### config.mk
export PLATFORM = sky130hd
export DESIGN_NAME = regfile_dump_flat
export DESIGN_NICKNAME = d
export VERILOG_FILES = /design/src/rtl/mips_dbg_pkg.sv /design/src/rtl/regfile_dump_if.sv /design/src/rtl/regfile_dump.sv /design/src/flat_wrapper.sv
export SDC_FILE = /design/constraint.sdc
export NUM_CORES = 1
export LEC_CHECK = 0
export ABC_AREA = 1
export BUFFER_PORTS_ARGS = -buffer_cell sky130_fd_sc_hd__buf_2
export CAP_MARGIN = 40
export CELL_PAD_IN_SITES_DETAIL_PLACEMENT = 1
export CELL_PAD_IN_SITES_GLOBAL_PLACEMENT = 2
export CORE_MARGIN = 8
export CORE_UTILIZATION = 28
export DETAILED_ROUTE_END_ITERATION = 8
export GPL_ROUTABILITY_DRIVEN = 0
export PLACE_DENSITY = 0.85
export SLEW_MARGIN = 20
export SYNTH_ARGS = -nofsm -noshare
export SYNTH_HDL_FRONTEND = slang
export SYNTH_SLANG_ARGS = --single-unit
### constraint.sdc
create_clock -name cclk -period 3.8 [get_ports cclk]
set_clock_uncertainty 0.05 [all_clocks]
set_input_delay 0.76 -clock cclk [delete_from_list [all_inputs] [get_ports cclk]]
set_output_delay 0.76 -clock cclk [all_outputs]
set_load 0.01 [all_outputs]
### src/rtl/mips_dbg_pkg.sv
// Shared definitions for the MIPS debug/trace readers.
// Latency: none, declarations only.
// Backpressure: not applicable.
package mips_dbg_pkg;

  localparam int REG_AW = 5;
  localparam int REG_DW = 32;
  localparam int REG_N  = 32;

  typedef enum logic [1:0] {
    IDLE  = 2'd0,
    RUN   = 2'd1,
    DRAIN = 2'd2,
    DONE  = 2'd3
  } state_t;

endpackage

### src/rtl/regfile_dump_if.sv
// Output beat stream of the register dump: index/data pair with valid/ready.
// Latency: none, wiring only.
// Backpressure: the slave holds out_ready low to stall the master.
interface regfile_dump_if import mips_dbg_pkg::*; #(
  parameter int AW = REG_AW,
  parameter int DW = REG_DW
);

  logic          out_valid;
  logic          out_ready;
  logic [DW-1:0] out_data;
  logic [AW-1:0] out_index;

  modport master (output out_valid, output out_data, output out_index, input out_ready);
  modport slave  (input out_valid, input out_data, input out_index, output out_ready);

endinterface

### src/rtl/regfile_dump.sv
// Walks an inclusive wrap-around register index range and streams each value out.
// Latency: first beat valid 2 cycles after start; 1 beat/cycle with ready high.
// Backpressure: out_ready low holds the beat and freezes the read address.
module regfile_dump import mips_dbg_pkg::*; #(
  parameter int NREGS = REG_N,
  parameter int AW    = REG_AW,
  parameter int DW    = REG_DW
) (
  input  logic          cclk,
  input  logic          rstb,
  input  logic          start,
  input  logic [AW-1:0] first_reg,
  input  logic [AW-1:0] last_reg,
  output logic [AW-1:0] rd_addr,
  input  logic [DW-1:0] rd_data,
  output logic          busy,
  output logic          done,
  regfile_dump_if.master ob
);

  // Beat counter is one bit wider than the index so a full-file dump (NREGS) fits.
  localparam int RW = $clog2(NREGS) + 1;

  state_t        state;
  state_t        state_nxt;
  logic [AW-1:0] nxt;
  logic [RW-1:0] remaining;
  logic [AW-1:0] span;
  logic          load;
  logic          accept;

  // Index wrap comes for free from AW-bit arithmetic since NREGS == 2**AW.
  assign span    = last_reg - first_reg;
  assign load    = (state == RUN) && (!ob.out_valid || ob.out_ready);
  assign accept  = ob.out_valid && ob.out_ready;
  assign rd_addr = nxt;
  assign busy    = (state != IDLE);
  assign done    = (state == DONE);

  // State register.
  always_ff @(posedge cclk) begin
    if (!rstb) state <= IDLE;
    else       state <= state_nxt;
  end

  // Next-state: the last capture moves to DRAIN, its accept moves to DONE.
  always_comb begin
    state_nxt = state;
    case (state)
      IDLE:    if (start) state_nxt = RUN;
      RUN:     if (load && (remaining == RW'(1))) state_nxt = DRAIN;
      DRAIN:   if (accept) state_nxt = DONE;
      DONE:    state_nxt = IDLE;
      default: state_nxt = IDLE;
    endcase
  end

  // Read pointer and beat counter: loaded on start, advanced on each capture.
  always_ff @(posedge cclk) begin
    if (!rstb) begin
      nxt       <= '0;
      remaining <= '0;
    end else if ((state == IDLE) && start) begin
      nxt       <= first_reg;
      remaining <= RW'(span) + RW'(1);
    end else if (load) begin
      nxt       <= nxt + AW'(1);
      remaining <= remaining - RW'(1);
    end
  end

  // Output register: capture the presented read data, hold until accepted.
  always_ff @(posedge cclk) begin
    if (!rstb) begin
      ob.out_valid <= 1'b0;
      ob.out_data  <= '0;
      ob.out_index <= '0;
    end else if (load) begin
      ob.out_valid <= 1'b1;
      ob.out_data  <= rd_data;
      ob.out_index <= nxt;
    end else if (accept) begin
      ob.out_valid <= 1'b0;
    end
  end

endmodule
### src/flat_wrapper.sv
// flat-port wrapper written by rule: the top's interface ports become plain ports
module regfile_dump_flat import mips_dbg_pkg::*;
#(
  parameter int NREGS = REG_N,
  parameter int AW    = REG_AW,
  parameter int DW    = REG_DW
)
  (cclk, rstb, start, first_reg, last_reg, rd_addr, rd_data, busy, done, ob_out_valid, ob_out_data, ob_out_index, ob_out_ready);
  regfile_dump_if #(.AW(AW), .DW(DW)) ob_i ();
  input  logic cclk;
  input  logic rstb;
  input  logic start;
  input  logic [AW-1:0] first_reg;
  input  logic [AW-1:0] last_reg;
  output logic [AW-1:0] rd_addr;
  input  logic [DW-1:0] rd_data;
  output logic busy;
  output logic done;
  output wire logic [$bits(ob_i.out_valid)-1:0] ob_out_valid;
  output wire logic [$bits(ob_i.out_data)-1:0] ob_out_data;
  output wire logic [$bits(ob_i.out_index)-1:0] ob_out_index;
  input wire logic [$bits(ob_i.out_ready)-1:0] ob_out_ready;
  assign ob_out_valid = ob_i.out_valid;
  assign ob_out_data = ob_i.out_data;
  assign ob_out_index = ob_i.out_index;
  assign ob_i.out_ready = ob_out_ready;
  regfile_dump #(.NREGS(NREGS), .AW(AW), .DW(DW)) u_core (.cclk(cclk), .rstb(rstb), .start(start), .first_reg(first_reg), .last_reg(last_reg), .rd_addr(rd_addr), .rd_data(rd_data), .busy(busy), .done(done), .ob(ob_i));
endmodule
==> reports/metrics.csv <==
metric;value;unit
cts_post_setup_buffers_inserted;0;
area_growth;26.7;%
clkSinkCount;51;
globalRouteTotalUtil;0.126;
dominant_cell_type_by_area_after_synthesis;sky130_fd_sc_hd__dfxtp_1;
hold_path.startpoint;u_core.ob.out_index[0]$_SDFFE_PN0P_;
timing.final.hold_violations;0;
finalSetupViolations;0;
clock_path_buffers;2;
crit_chain;inv_1 > ha_1 > inv_1 > a21oi_4 > buf_4 > nand4_1 > a21oi_1 > o21ai_0 > nand2_1 > inv_1;
grt_pass1_vias;2530;
drc;0;
cts_root_buffer;sky130_fd_sc_hd__clkbuf_8;
holdPathEnd;u_core.ob.out_index[0]$_SDFFE_PN0P_;
stdcell_count;514;
hold_path.class;reg2reg;
holdBufCountCts;0;
number_of_warnings_reported_in_the_yosys_synthesis_log;0;
chipWidth;108;um
worst_case_register_to_register_setup_slack;1600;ps
required;3950;ps
rr_worst_depth;10;
drt_pass1_iterations;4;
netSwitchingFraction;0.417;
antenna_cells;0;
fp.dieArea;11700;um^2
synth_area_per_cell;7.32;um^2
place_hpwl;5.78;mm
holdPathStages;2;
worstPathArrival;2360;ps
fin_util;0.366;
largest_cells_by_area_after_synthesis;sky130_fd_sc_hd__dfxtp_1 (43%), sky130_fd_sc_hd__nor2_1 (12%), sky130_fd_sc_hd__o21ai_0 (8.6%);
pwr-share-seq;0.390;
detailedPlace.worstSlack;1270;ps
netlist_area;2370;um^2
totalNegativeSetupSlack;0;ps
setup_repair_after_global_routing_missed_its_margin;false;
max_stage_delay;500;ps
p_switching;915;uW
htree_levels;2;
grt_start_max_net_pins;38;
drt_first_iter_violations;89;
max_slew_violation_count;0;
final_common_cell;sky130_fd_sc_hd__buf_2;
routed_wirelength;7.33;mm
num_vias;2370;
placedCellCount;507;
power_frac_clock;0.171;
ys_ff_latch;51;
synth_top_area_share;0.430;
cts_tree;built;
fin_ws;1600;ps
layout-drive-gt1-share;0.259;
numCtsBuffers;5;
period_needed;2200;ps
critical_path.slowest_cell;sky130_fd_sc_hd__a21oi_4;
worst-path-max-fanout;25;
finish.net_count;469;
most_frequent_cells_in_the_layout;sky130_fd_sc_hd__buf_2 (90), sky130_fd_sc_hd__nor2_1 (77), sky130_fd_sc_hd__dfxtp_1 (51), sky130_fd_sc_hd__nand2_1 (44), sky130_fd_sc_hd__o21ai_0 (41);
cap_viol_max_count;0;
internal_power_consumption;1.28;mW
row_count;33;
final_global_route_overflow_total;0;
cpMostUsedCell;sky130_fd_sc_hd__inv_1;
power_density;731;nW/um^2
static-leakage-power;1.55;nW
ir_drop;201;uV
antenna_found_initial;0;
final_min_period_over_clock_period;0.580;
die_height;108;um
core;8220;um^2
critPathKind;reg2reg;
clock_latency;300;ps
count_of_buffers_inserted_at_the_top_level_ports;90;
clk_pin_slew;100;ps
worst_r2r_startpoint;u_core.state[1]$_SDFFE_PN0P_;
hold_ws;437;ps
syn-num-nets;384;
regToRegEndpoint;u_core.rd_addr[3]$_SDFFE_PN0P_;
grt_pass1_wl;12.3;mm
result_of_the_run;completed;
initial_utilization;0.289;
postCtsResizedCells;0;
p_comb_frac;0.439;
post_drt_wl_per_cell;14.3;um
timing.max_slew.rel_slack;0.579;
timing.critical_path.to_type;flip-flop;
synth_cell_type_count;29;
vias_per_cell;4.61;
max_clk_rate;454;MHz
ios;91;
setup.worst_path.start_class;flip-flop;
seq_area_frac_synth;0.430;
netlist_instances;324;
drtAntennaViolNets;0;
worstMarginPinSlew;630;ps
-- Yosys cell counts --
cell type,count
sky130_fd_sc_hd__a21oi_1,15
sky130_fd_sc_hd__a21oi_2,1
sky130_fd_sc_hd__a2bb2oi_1,1
sky130_fd_sc_hd__a31o_2,1
sky130_fd_sc_hd__a31oi_1,4
sky130_fd_sc_hd__buf_1,2
sky130_fd_sc_hd__buf_2,7
sky130_fd_sc_hd__buf_6,2
sky130_fd_sc_hd__clkbuf_1,3
sky130_fd_sc_hd__dfxtp_1,51
sky130_fd_sc_hd__fa_1,1
sky130_fd_sc_hd__ha_1,13
sky130_fd_sc_hd__inv_1,28
sky130_fd_sc_hd__inv_2,1
sky130_fd_sc_hd__nand2_1,44
sky130_fd_sc_hd__nand3_1,16
sky130_fd_sc_hd__nand3_2,1
sky130_fd_sc_hd__nand3b_1,1
sky130_fd_sc_hd__nand4_1,4
sky130_fd_sc_hd__nor2_1,77
sky130_fd_sc_hd__nor2_2,1
sky130_fd_sc_hd__nor3_1,1
sky130_fd_sc_hd__o21ai_0,41
sky130_fd_sc_hd__o21ai_1,1
sky130_fd_sc_hd__o21bai_2,1
sky130_fd_sc_hd__o22ai_1,1
sky130_fd_sc_hd__or2_2,1
sky130_fd_sc_hd__xnor2_1,1
sky130_fd_sc_hd__xor2_1,3
-- cells by family after synthesis --
group           share of synthesized area
simple gates                        0.251
compound gates                      0.149
flops                               0.430
buf+inv                            0.0781
fa+ha+maj                          0.0770
xor+xnor                           0.0148
-- final cells by class --
type | instances | area, um^2
Inverter | 29 | 109
Tap cell | 105 | 131
Clock buffer | 5 | 68.8
Multi-Input combinational cell | 230 | 1170
Clock inverter | 2 | 37.5
Timing Repair Buffer | 92 | 465
Fill cell | 1038 | 5210
Sequential cell | 51 | 1020
-- worst max-delay path by stage --
stage / from / to / slack (ps) / cells after the start
floorplan: last_reg[0] / u_core.remaining[4]$_SDFFE_PN0P_ / 1590 / 11
global placement: ob_out_ready / u_core.rd_addr[3]$_SDFFE_PN0P_ / 1380 / 9
detailed placement: last_reg[0] / u_core.remaining[4]$_SDFFE_PN0P_ / 1270 / 12
CTS: u_core.state[1]$_SDFFE_PN0P_ / u_core.remaining[5]$_SDFFE_PN0P_ / 1540 / 7
global route: u_core.state[1]$_SDFFE_PN0P_ / u_core.rd_addr[3]$_SDFFE_PN0P_ / 1320 / 10
finish: u_core.state[1]$_SDFFE_PN0P_ / u_core.rd_addr[3]$_SDFFE_PN0P_ / 1600 / 10
-- flip-flops by register name, indices dropped and copies added, names as in the netlist --
register / cells
u_core.ob.out_data: 32
u_core.ob.out_index: 5
u_core.ob.out_valid: 1
u_core.rd_addr: 5
u_core.remaining: 6
u_core.state: 2
-- metrics by stage --
stage | area [um^2] | power, mW
floorplan | 2370 | 1.50
global placement | 2900 | 1.83
detailed placement | 2900 | 1.86
CTS | 3010 | 2.25
global route | 3010 | 2.41
finish | 3010 | 2.20
-- metal layers --
metal  track usage  share of wire  up-vias
met5             0              0        -
li1              -              -     1215
met3        0.0238          0.050       10
met4        0.0406          0.016        0
met1         0.151           0.44     1096
met2         0.220           0.49       49
-- power groups by stage --
stage	sequential, mW	clock [mW]	combinational, mW
5_1_grt	0.888	0.411	1.11
4_1_cts	0.861	0.392	0.993
3_5_place_dp	0.871	0	0.990
3_3_place_gp	0.864	0	0.966
2_1_floorplan	0.926	0	0.569
6_report	0.857	0.376	0.965
-- worst max-delay path, delay by kind of cell, from the launching register on --
family                     cells  cell delay, ps
adders and majority gates      1             180
DFF                            1             350
AOI/OAI and AO/OA              3             740
and+or+nand+nor                2             200
buffers and inverters          4             580
No activity file was read; power rests on OpenSTA's default activity.
